==> src/rtl/escalonador_processos_pkg.sv <==
// Shared types and helpers for the round-robin process scheduler.
package escalonador_processos_pkg;

  typedef enum logic [2:0] {
    SO        = 3'd0,
    SELECIONA = 3'd1,
    RESTAURA  = 3'd2,
    EXEC      = 3'd3,
    SALVA     = 3'd4,
    FIM       = 3'd5
  } estado_t;

  // Process id reserved for the operating system.
  localparam int unsigned ID_SO = 0;

  // Bits needed to hold ids 0..n (0 = OS).
  function automatic int unsigned id_width(input int unsigned n);
    return $clog2(n + 1);
  endfunction

  // Bits needed to index n process slots (at least one).
  function automatic int unsigned ptr_width(input int unsigned n);
    return (n > 1) ? $clog2(n) : 1;
  endfunction

endpackage

==> src/rtl/escalonador_processos_seletor_rr.sv <==
// Circular priority picker: first set bit of mask strictly after ptr, wrapping
// around so that ptr itself is considered last.
module escalonador_processos_seletor_rr
  import escalonador_processos_pkg::*;
#(
  parameter int unsigned N_PROC = 4
) (
  input  logic [N_PROC-1:0]              mask,
  input  logic [ptr_width(N_PROC)-1:0]   ptr,
  output logic [ptr_width(N_PROC)-1:0]   pick,
  output logic                           none
);

  localparam int unsigned PTR_W = ptr_width(N_PROC);

  int unsigned idx;

  // Scan the N slots starting just after ptr; keep the first live one.
  always_comb begin
    pick = '0;
    none = 1'b1;
    idx  = 0;
    for (int i = 0; i < int'(N_PROC); i++) begin
      idx = (32'(ptr) + 32'(i) + 32'd1) % N_PROC;
      if (none && mask[PTR_W'(idx)]) begin
        pick = PTR_W'(idx);
        none = 1'b0;
      end
    end
  end

endmodule

==> src/rtl/escalonador_processos.sv <==
// Round-robin process scheduler: tracks the running process, preempts on
// quantum expiry, retires processes on HALT, drives context save/restore and
// the partition base address.
module escalonador_processos
  import escalonador_processos_pkg::*;
#(
  parameter int unsigned N_PROC       = 4,
  parameter int unsigned QUANTUM      = 16,
  parameter int unsigned TAM_PARTICAO = 50,
  parameter int unsigned BASE_SO      = 50,
  parameter int unsigned ENDER_W      = 9
) (
  input  logic                          clk,
  input  logic                          reset,
  input  logic                          step,
  input  logic                          WAIT,
  input  logic                          HALT,
  input  logic                          carrega,
  input  logic [N_PROC-1:0]             proc_valido,
  output logic [id_width(N_PROC)-1:0]   id_proc,
  output logic                          Sel_BIOS,
  output logic [ENDER_W-1:0]            base_ender,
  output logic                          salva_ctx,
  output logic                          restaura_ctx,
  output logic                          quantum_over,
  output logic [N_PROC-1:0]             ativos,
  output logic                          todos_fim
);

  localparam int unsigned ID_W  = id_width(N_PROC);
  localparam int unsigned PTR_W = ptr_width(N_PROC);
  localparam int unsigned CNT_W = $clog2(QUANTUM);

  if (BASE_SO + N_PROC * TAM_PARTICAO > (1 << ENDER_W)) begin : g_cfg_err
    $error("escalonador_processos: process partitions exceed the address space");
  end

  estado_t            state, next_state;
  logic [PTR_W-1:0]   ptr, ptr_d;
  logic [CNT_W-1:0]   counter, counter_d;
  logic [ID_W-1:0]    id_d;
  logic [N_PROC-1:0]  ativos_d, cur_bit;
  logic               sel_d, salva_d, restaura_d, qo_d, fim_d;
  logic [PTR_W-1:0]   pick;
  logic               none;
  logic               expira, outros;

  escalonador_processos_seletor_rr #(.N_PROC(N_PROC)) u_seletor (
    .mask (ativos),
    .ptr  (ptr),
    .pick (pick),
    .none (none)
  );

  // Slot of the running process and slice-expiry conditions.
  always_comb begin
    cur_bit = N_PROC'(1) << ptr;
    outros  = |(ativos & ~cur_bit);
    expira  = step && !WAIT && !HALT && (counter == CNT_W'(QUANTUM - 1));
  end

  // State register.
  always_ff @(posedge clk) begin
    if (reset) state <= SO;
    else       state <= next_state;
  end

  // Next-state logic.
  always_comb begin
    next_state = state;
    case (state)
      SO, FIM: begin
        if (carrega) next_state = (proc_valido == '0) ? FIM : SELECIONA;
      end
      SELECIONA: next_state = none ? FIM : RESTAURA;
      RESTAURA:  next_state = EXEC;
      EXEC: begin
        if (step && HALT)         next_state = outros ? SELECIONA : FIM;
        else if (expira && outros) next_state = SALVA;
      end
      SALVA:     next_state = SELECIONA;
      default:   next_state = SO;
    endcase
  end

  // Next values of the datapath registers and registered outputs.
  always_comb begin
    id_d       = id_proc;
    ptr_d      = ptr;
    ativos_d   = ativos;
    counter_d  = counter;
    qo_d       = 1'b0;
    case (state)
      SO, FIM: begin
        if (carrega) begin
          ativos_d = proc_valido;
          ptr_d    = PTR_W'(N_PROC - 1);
        end
      end
      SELECIONA: begin
        if (!none) begin
          id_d  = ID_W'(pick) + ID_W'(1);
          ptr_d = pick;
        end
      end
      RESTAURA: counter_d = '0;
      EXEC: begin
        if (step && HALT) begin
          ativos_d = ativos & ~cur_bit;
        end else if (step && !WAIT) begin
          if (expira) begin
            counter_d = '0;
            qo_d      = 1'b1;
          end else begin
            counter_d = counter + CNT_W'(1);
          end
        end
      end
      default: ;
    endcase
    if (next_state == FIM || next_state == SO) id_d = ID_W'(ID_SO);
    sel_d      = (next_state != EXEC);
    salva_d    = (next_state == SALVA);
    restaura_d = (next_state == RESTAURA);
    fim_d      = (next_state == FIM);
  end

  // Datapath and output registers.
  always_ff @(posedge clk) begin
    if (reset) begin
      id_proc      <= ID_W'(ID_SO);
      ptr          <= '0;
      ativos       <= '0;
      counter      <= '0;
      Sel_BIOS     <= 1'b1;
      salva_ctx    <= 1'b0;
      restaura_ctx <= 1'b0;
      quantum_over <= 1'b0;
      todos_fim    <= 1'b0;
    end else begin
      id_proc      <= id_d;
      ptr          <= ptr_d;
      ativos       <= ativos_d;
      counter      <= counter_d;
      Sel_BIOS     <= sel_d;
      salva_ctx    <= salva_d;
      restaura_ctx <= restaura_d;
      quantum_over <= qo_d;
      todos_fim    <= fim_d;
    end
  end

  // Partition base of the current id; the OS sits at address 0.
  always_comb begin
    if (id_proc == ID_W'(ID_SO)) base_ender = '0;
    else base_ender = ENDER_W'(BASE_SO)
                    + (ENDER_W'(id_proc) - ENDER_W'(1)) * ENDER_W'(TAM_PARTICAO);
  end

endmodule

==> config.mk <==
export PLATFORM = sky130hd
export DESIGN_NAME = escalonador_processos
export DESIGN_NICKNAME = d
export VERILOG_FILES = /design/src/rtl/escalonador_processos_pkg.sv /design/src/rtl/escalonador_processos_seletor_rr.sv /design/src/rtl/escalonador_processos.sv
export SDC_FILE = /design/constraint.sdc
export NUM_CORES = 1
export LEC_CHECK = 0
export CAP_MARGIN = 20
export CELL_PAD_IN_SITES_DETAIL_PLACEMENT = 2
export CELL_PAD_IN_SITES_GLOBAL_PLACEMENT = 2
export CORE_MARGIN = 4
export CORE_UTILIZATION = 30
export CTS_CLUSTER_DIAMETER = 40
export CTS_CLUSTER_SIZE = 8
export DETAILED_ROUTE_END_ITERATION = 10
export PLACE_DENSITY_LB_ADDON = 0.1
export SYNTH_ARGS = -nofsm -noshare
export SYNTH_HDL_FRONTEND = slang
export SYNTH_HIERARCHICAL = 1
export SYNTH_SLANG_ARGS = --single-unit
==> constraint.sdc <==
create_clock -name clk -period 5.4 [get_ports clk]
set_clock_uncertainty 0.05 [all_clocks]
set_input_delay 1.08 -clock clk [delete_from_list [all_inputs] [get_ports clk]]
set_output_delay 1.08 -clock clk [all_outputs]
set_load 0.02 [all_outputs]
=== Word level (Yosys, flattened, before mapping) ===
Index checks and enable logic that the tools add are counted.

* Logic and storage cells: 107
* Register bits: 21
* Input bits: 10

* $add $sub $neg: 10
* Multiply operators: 1
* Reductions and logical operators: 26
* Order comparisons: 4
* Equal/unequal tests: 15
* Bitwise operators: 5
* Shifts and indexed selects: 1
* Muxes and demuxes: 35

{| class="wikitable"
|+ Operators by type and width
! operator !! number
|-
| $mux 4 || 5
|-
| $mux 3 || 6
|-
| $pmux 4 s2 || 2
|-
| $pmux 3 s5 || 1
|-
| $eq 3x3->1 const B || 4
|-
| $lt 2x3->1 const B || 4
|-
| $mux 2 || 6
|-
| $ne 2x2->1 const B || 5
|-
| $add 6x9->9 const A || 1
|-
| $eq 3x2->1 const B || 3
|-
| $logic_not 3->1 || 3
|-
| $mul 9x5->8 const B || 1
|-
| $mux 1 || 9
|-
| $mux 9 || 1
|-
| $reduce_and 3->1 || 3
|-
| $add 2x1->2 const B || 4
|-
| $bmux 1 s2 || 4
|-
| $logic_and 1x1->1 || 8
|-
| $reduce_or 4->1 || 2
|-
| $reduce_bool 2->1 || 3
|-
| $add 2x2->2 const B || 2
|-
| $add 4x1->4 const B || 1
|-
| $and 4x4->4 || 1
|-
| $eq 4x4->1 const B || 1
|-
| other kinds (13) || 17
|}

=== Longest topological paths before layout ===
* Word-level depth: 15
* Gate-level depth with buffers: 15
* Depth with buffers taken out: 13

=== Hierarchy ===
The synthesis kept the hierarchy.

{| class="wikitable"
|+ By module, submodules not included
! module !! cells each !! area each (um^2) !! instances
|-
| escalonador_processos || 201 || 1,632.8 || 1
|-
| escalonador_processos_seletor_rr || 13 || 80.1 || 1
|}

=== Worst setup path after synthesis ===
No wires, ideal clock.

* Kind: register to output
* Start: register id_proc[0]
* End: output base_ender[8]
* Arrival: 3.884 ns
* Slack: 0.386 ns
* Data required time: 4.270 ns
* Cell stages (with the launch flop): 16
* Path through: dfxtp_1 > clkbuf_1 > inv_1 > ha_1 > buf_1 > xor2_1 > ha_1 > fa_1 > inv_1 > fa_1 > inv_1 > ha_1 > xnor2_1 > and3b_1 > xnor2_1 > nor2_1

* Cells in the longest elaborated chain, start to end: 4
* Elaborated cells on any way between the ends: 5

{| class="wikitable"
|+ Ends and longest elaborated chain
! item !! RTL line !! source
|-
| from (decl) || escalonador_processos.sv:20 || <nowiki>output logic [id_width(N_PROC)-1:0] id_proc,</nowiki>
|-
| from (signal assigned) || escalonador_processos.sv:131 || <nowiki>id_proc <= ID_W'(ID_SO);</nowiki>
|-
| from (signal assigned) || escalonador_processos.sv:141 || <nowiki>id_proc <= id_d;</nowiki>
|-
| $sub 3x1->4 || escalonador_processos.sv:157 || <nowiki>+ (ENDER_W'(id_proc) - ENDER_W'(1)) * ENDER_W'(TAM_PARTICAO);</nowiki>
|-
| $mul 9x5->8 || escalonador_processos.sv:157 ||
|-
| $add 6x9->9 || escalonador_processos.sv:157 ||
|-
| $mux 9 * || escalonador_processos.sv:155 || <nowiki>if (id_proc == ID_W'(ID_SO)) base_ender = '0;</nowiki>
|-
| to (decl) || escalonador_processos.sv:22 || <nowiki>output logic [ENDER_W-1:0] base_ender,</nowiki>
|}

Every way passes the cells marked *; elsewhere a longest branch is shown, timed or not.

=== Worst setup path after layout ===
* Start: register id_proc[0]
* End: output base_ender[7]

Same word-level chain as after synthesis.

==> flow_summary.yaml <==
clock_network:
  cts_made_buffers: 3
  cts_max_level: 1
  cts-root-buf: "clkbuf_8"
  cts_tree: "done"
  clkTransAtPathRegs_ns: 0.08
  clk_path_buf_depth: 2
  post-cts-setup-buffers: 0
  clkSinkCount: 21
  cts_hold_buf: 0
  clock_latency_ns: 0.26
  cts_resized: 0
synth:
  synthAdderAreaFrac: 0.127
  yosysWarningCount: 6
  yosys.area_share.simple: 0.251
  synth_area_um2: 1710
  yosysTopAreaCellShare: 0.245
  synth_flop_cell: "dfxtp_1"
  synth_area_leader_cell: "dfxtp_1"
  yosysSeqAreaShare: 0.245
  async_flop_share: 0
  synthTopCellsByArea: "dfxtp_1 25%, ha_1 8.0%, a21oi_1 7.3%, fa_1 4.7%, nor2_1 4.6%"
  ys_top_cells_by_count: "25 x a21oi_1, 21 x dfxtp_1, 21 x nor2_1"
  synth-compound-area-share: 0.232
  syn_nets: 239
  synth_top_family_by_area: "simple AND/OR/NAND/NOR gates"
  synth-seq-cells: 21
  synth_edf_count: 0
  synth_cell_types: 51
  synthMuxAreaShare: 0.0175
  syn_area_per_cell_um2: 8.00
  syn_inst: 214
  synth_xor_area_frac: 0.0614
  yosysMostFrequentCell: "a21oi_1"
critical_path:
  worstPathArrival_ns: 3.91
  slowest_delay_ns: 0.61
  path_class: "flip-flop to output pin"
  critical_path_peak_fanout: 7
  crit_slowest_cell: "clkdlybuf4s50_1"
  reg2reg_from: "counter[0]"
  r2r_slack_ns: 2.97
  cp_top_family: "adder cells"
  worstPathCellList: "inv_1 -> ha_1 -> xor2_1 -> ha_1 -> fa_1 -> inv_1 -> fa_1 -> inv_1 -> ha_1 -> xnor2_1 -> xnor2_1 -> nor2_1 -> clkdlybuf4s50_1"
  critPathLaunchType: "flip-flop"
  cp_num_buf_inv: 4
  crit_required_ns: 4.27
  regToRegEndpoint: "salva_ctx"
  r2r_cells: 6
  end_kind: "output pin"
power_and_ir_drop:
  p_leak_nw: 0.810
  vdd_drop_max_uv: 294
  p_total_mw: 1.07
  powerDensity_nw_per_um2: 506
final_layout:
  final_nets: 264
  postLayoutCoreUtil: 0.384
  fillCellCount: 636
  area_growth_pct: 23.6
  diodes: 0
  layout-drive-gt1-share: 0.0756
sta:
  setup_viol: 0
  hold_violations: 0
  fmax_ghz: 0.198
  period_share: 0.934
  tightest_slew_ns: 0.857
  fin_tns_setup_ns: 0
  holdWs_ns: 0.465
  rsz0062_at_grt: "no"
  slew_viol_final: 0
  slew_headroom: 0.427
  fin_crit_ns: 5.04
routing:
  wl_mm: 5.06
  drtAntennaViolNets: 0
  drc: 0
  drtIter0Drc: 19
  wl_per_cell_um: 16.3
  vias_per_cell: 5.31
  drtPass1Iterations: 3
  vias: 1645
worst_hold_path:
  hold_start: "counter[3]"
  hold_depth: 2
  hold_path_class: "flip-flop to flip-flop"
  min_delay_worst_endpoint: "counter[3]"
global_routing:
  grt_max_degree: 20
  grt-ovfl-total: 0
  antenna_found_initial: 0
  grt_pass1_wl_mm: 8.75
  grt_usage: 0.147
  grt_pass1_vias: 1789
floorplanning:
  start_util: 0.311
  die_area_um2: 6980
  dieWidth_um: 83.6
  die_h_um: 83.6
  ios: 31
  rows: 27
  coreArea_um2: 5510
place:
  portBuffers: 29
  routabilityCongestion: 0.804
  place_hpwl_mm: 4.12
flow_run:
  maxCapViolations: 0
run_status:
  status: "complete, no violations"
## power breakdown
group | switching [mW] | total [mW] | internal [mW]
clock | 0.0548 | 0.106 | 0.0515
sequential | 0.0632 | 0.246 | 0.183
combinational | 0.377 | 0.719 | 0.342
## cells by family (layout without fill, tap and decap cells)
| logic type | Yosys count | after routing |
|---|---|---|
| compound gates | 59 | 59 |
| other cells | 1 | 1 |
| xor+xnor | 12 | 12 |
| fa+ha+maj | 15 | 15 |
| flops | 21 | 21 |
| simple gates | 76 | 76 |
| buf+inv | 27 | 51 |
| mux | 3 | 3 |
## worst max path at each step
stage	slack, ns	from	cells after the start	end
detailed placement	0.34	id_proc[0]	14	base_ender[8]
floorplan	0.39	id_proc[0]	15	base_ender[8]
global placement	0.54	id_proc[0]	14	base_ender[8]
finish	0.36	id_proc[0]	13	base_ender[7]
CTS	0.05	id_proc[0]	14	base_ender[8]
global route	0.15	id_proc[0]	13	base_ender[7]
## state kept, by name (all words and copies together) (netlist names), 2 cells and up
signal,flops
ativos,4
counter,4
id_proc,3
ptr,2
state,3
## metal layers
| layer | vias up | part of all wire | GRT usage |
|---|---|---|---|
| met4 | 0 | 0.0077 | 0.0307 |
| met1 | 812 | 0.42 | 0.167 |
| met5 | - | 0 | 0 |
| li1 | 806 | - | - |
| met3 | 4 | 0.026 | 0.0188 |
| met2 | 23 | 0.55 | 0.289 |
## per-stage QoR
| stage | std cells | worst slack [ns] | area (um^2) |
|---|---|---|---|
| 4_1_cts | 310 | 0.0510 | 2110 |
| 6_report | 310 | 0.357 | 2120 |
| 2_1_floorplan | 214 | 0.386 | 1710 |
| 5_1_grt | 310 | 0.150 | 2120 |
| 3_5_place_dp | 306 | 0.345 | 2070 |
| 3_3_place_gp | 306 | 0.536 | 2070 |
## cell usage in the layout, fill, tap and decap left out, types with 4 or more instances in the layout
cell             netlist  final
clkdlybuf4s50_1        0     28
xor2_1                 5      5
nor3_1                 9      9
xnor2_1                7      7
o21ai_0                7      7
dfxtp_1               21     21
fa_1                   4      4
inv_1                 14     14
a21oi_1               25     25
a31oi_1                4      4
ha_1                  11     11
buf_4                  1      4
nand2_1               12     12
nand2b_1               9      9
nor2_1                21     21
## worst reg2reg max path: stages, from the launching register on
cell,delay (ns)
dfxtp_1,0.42
ha_1,0.23
nor4bb_1,0.40
nand3_1,0.21
a211oi_1,0.45
nand2_1,0.18
a2111oi_2,0.39
## final cells by class
type	count	area [um^2]	share of cell area
flip-flops and latches	21	420	0.199
clock buffers	3	41.3	0.0195
inverters	14	52.6	0.0248
multi-input cells	166	1180	0.560
clock inverters	1	5.00	0.00236
well taps	72	90.1	0.0426
repair buffers	33	323	0.152
(Power assumes the default switching activity.)
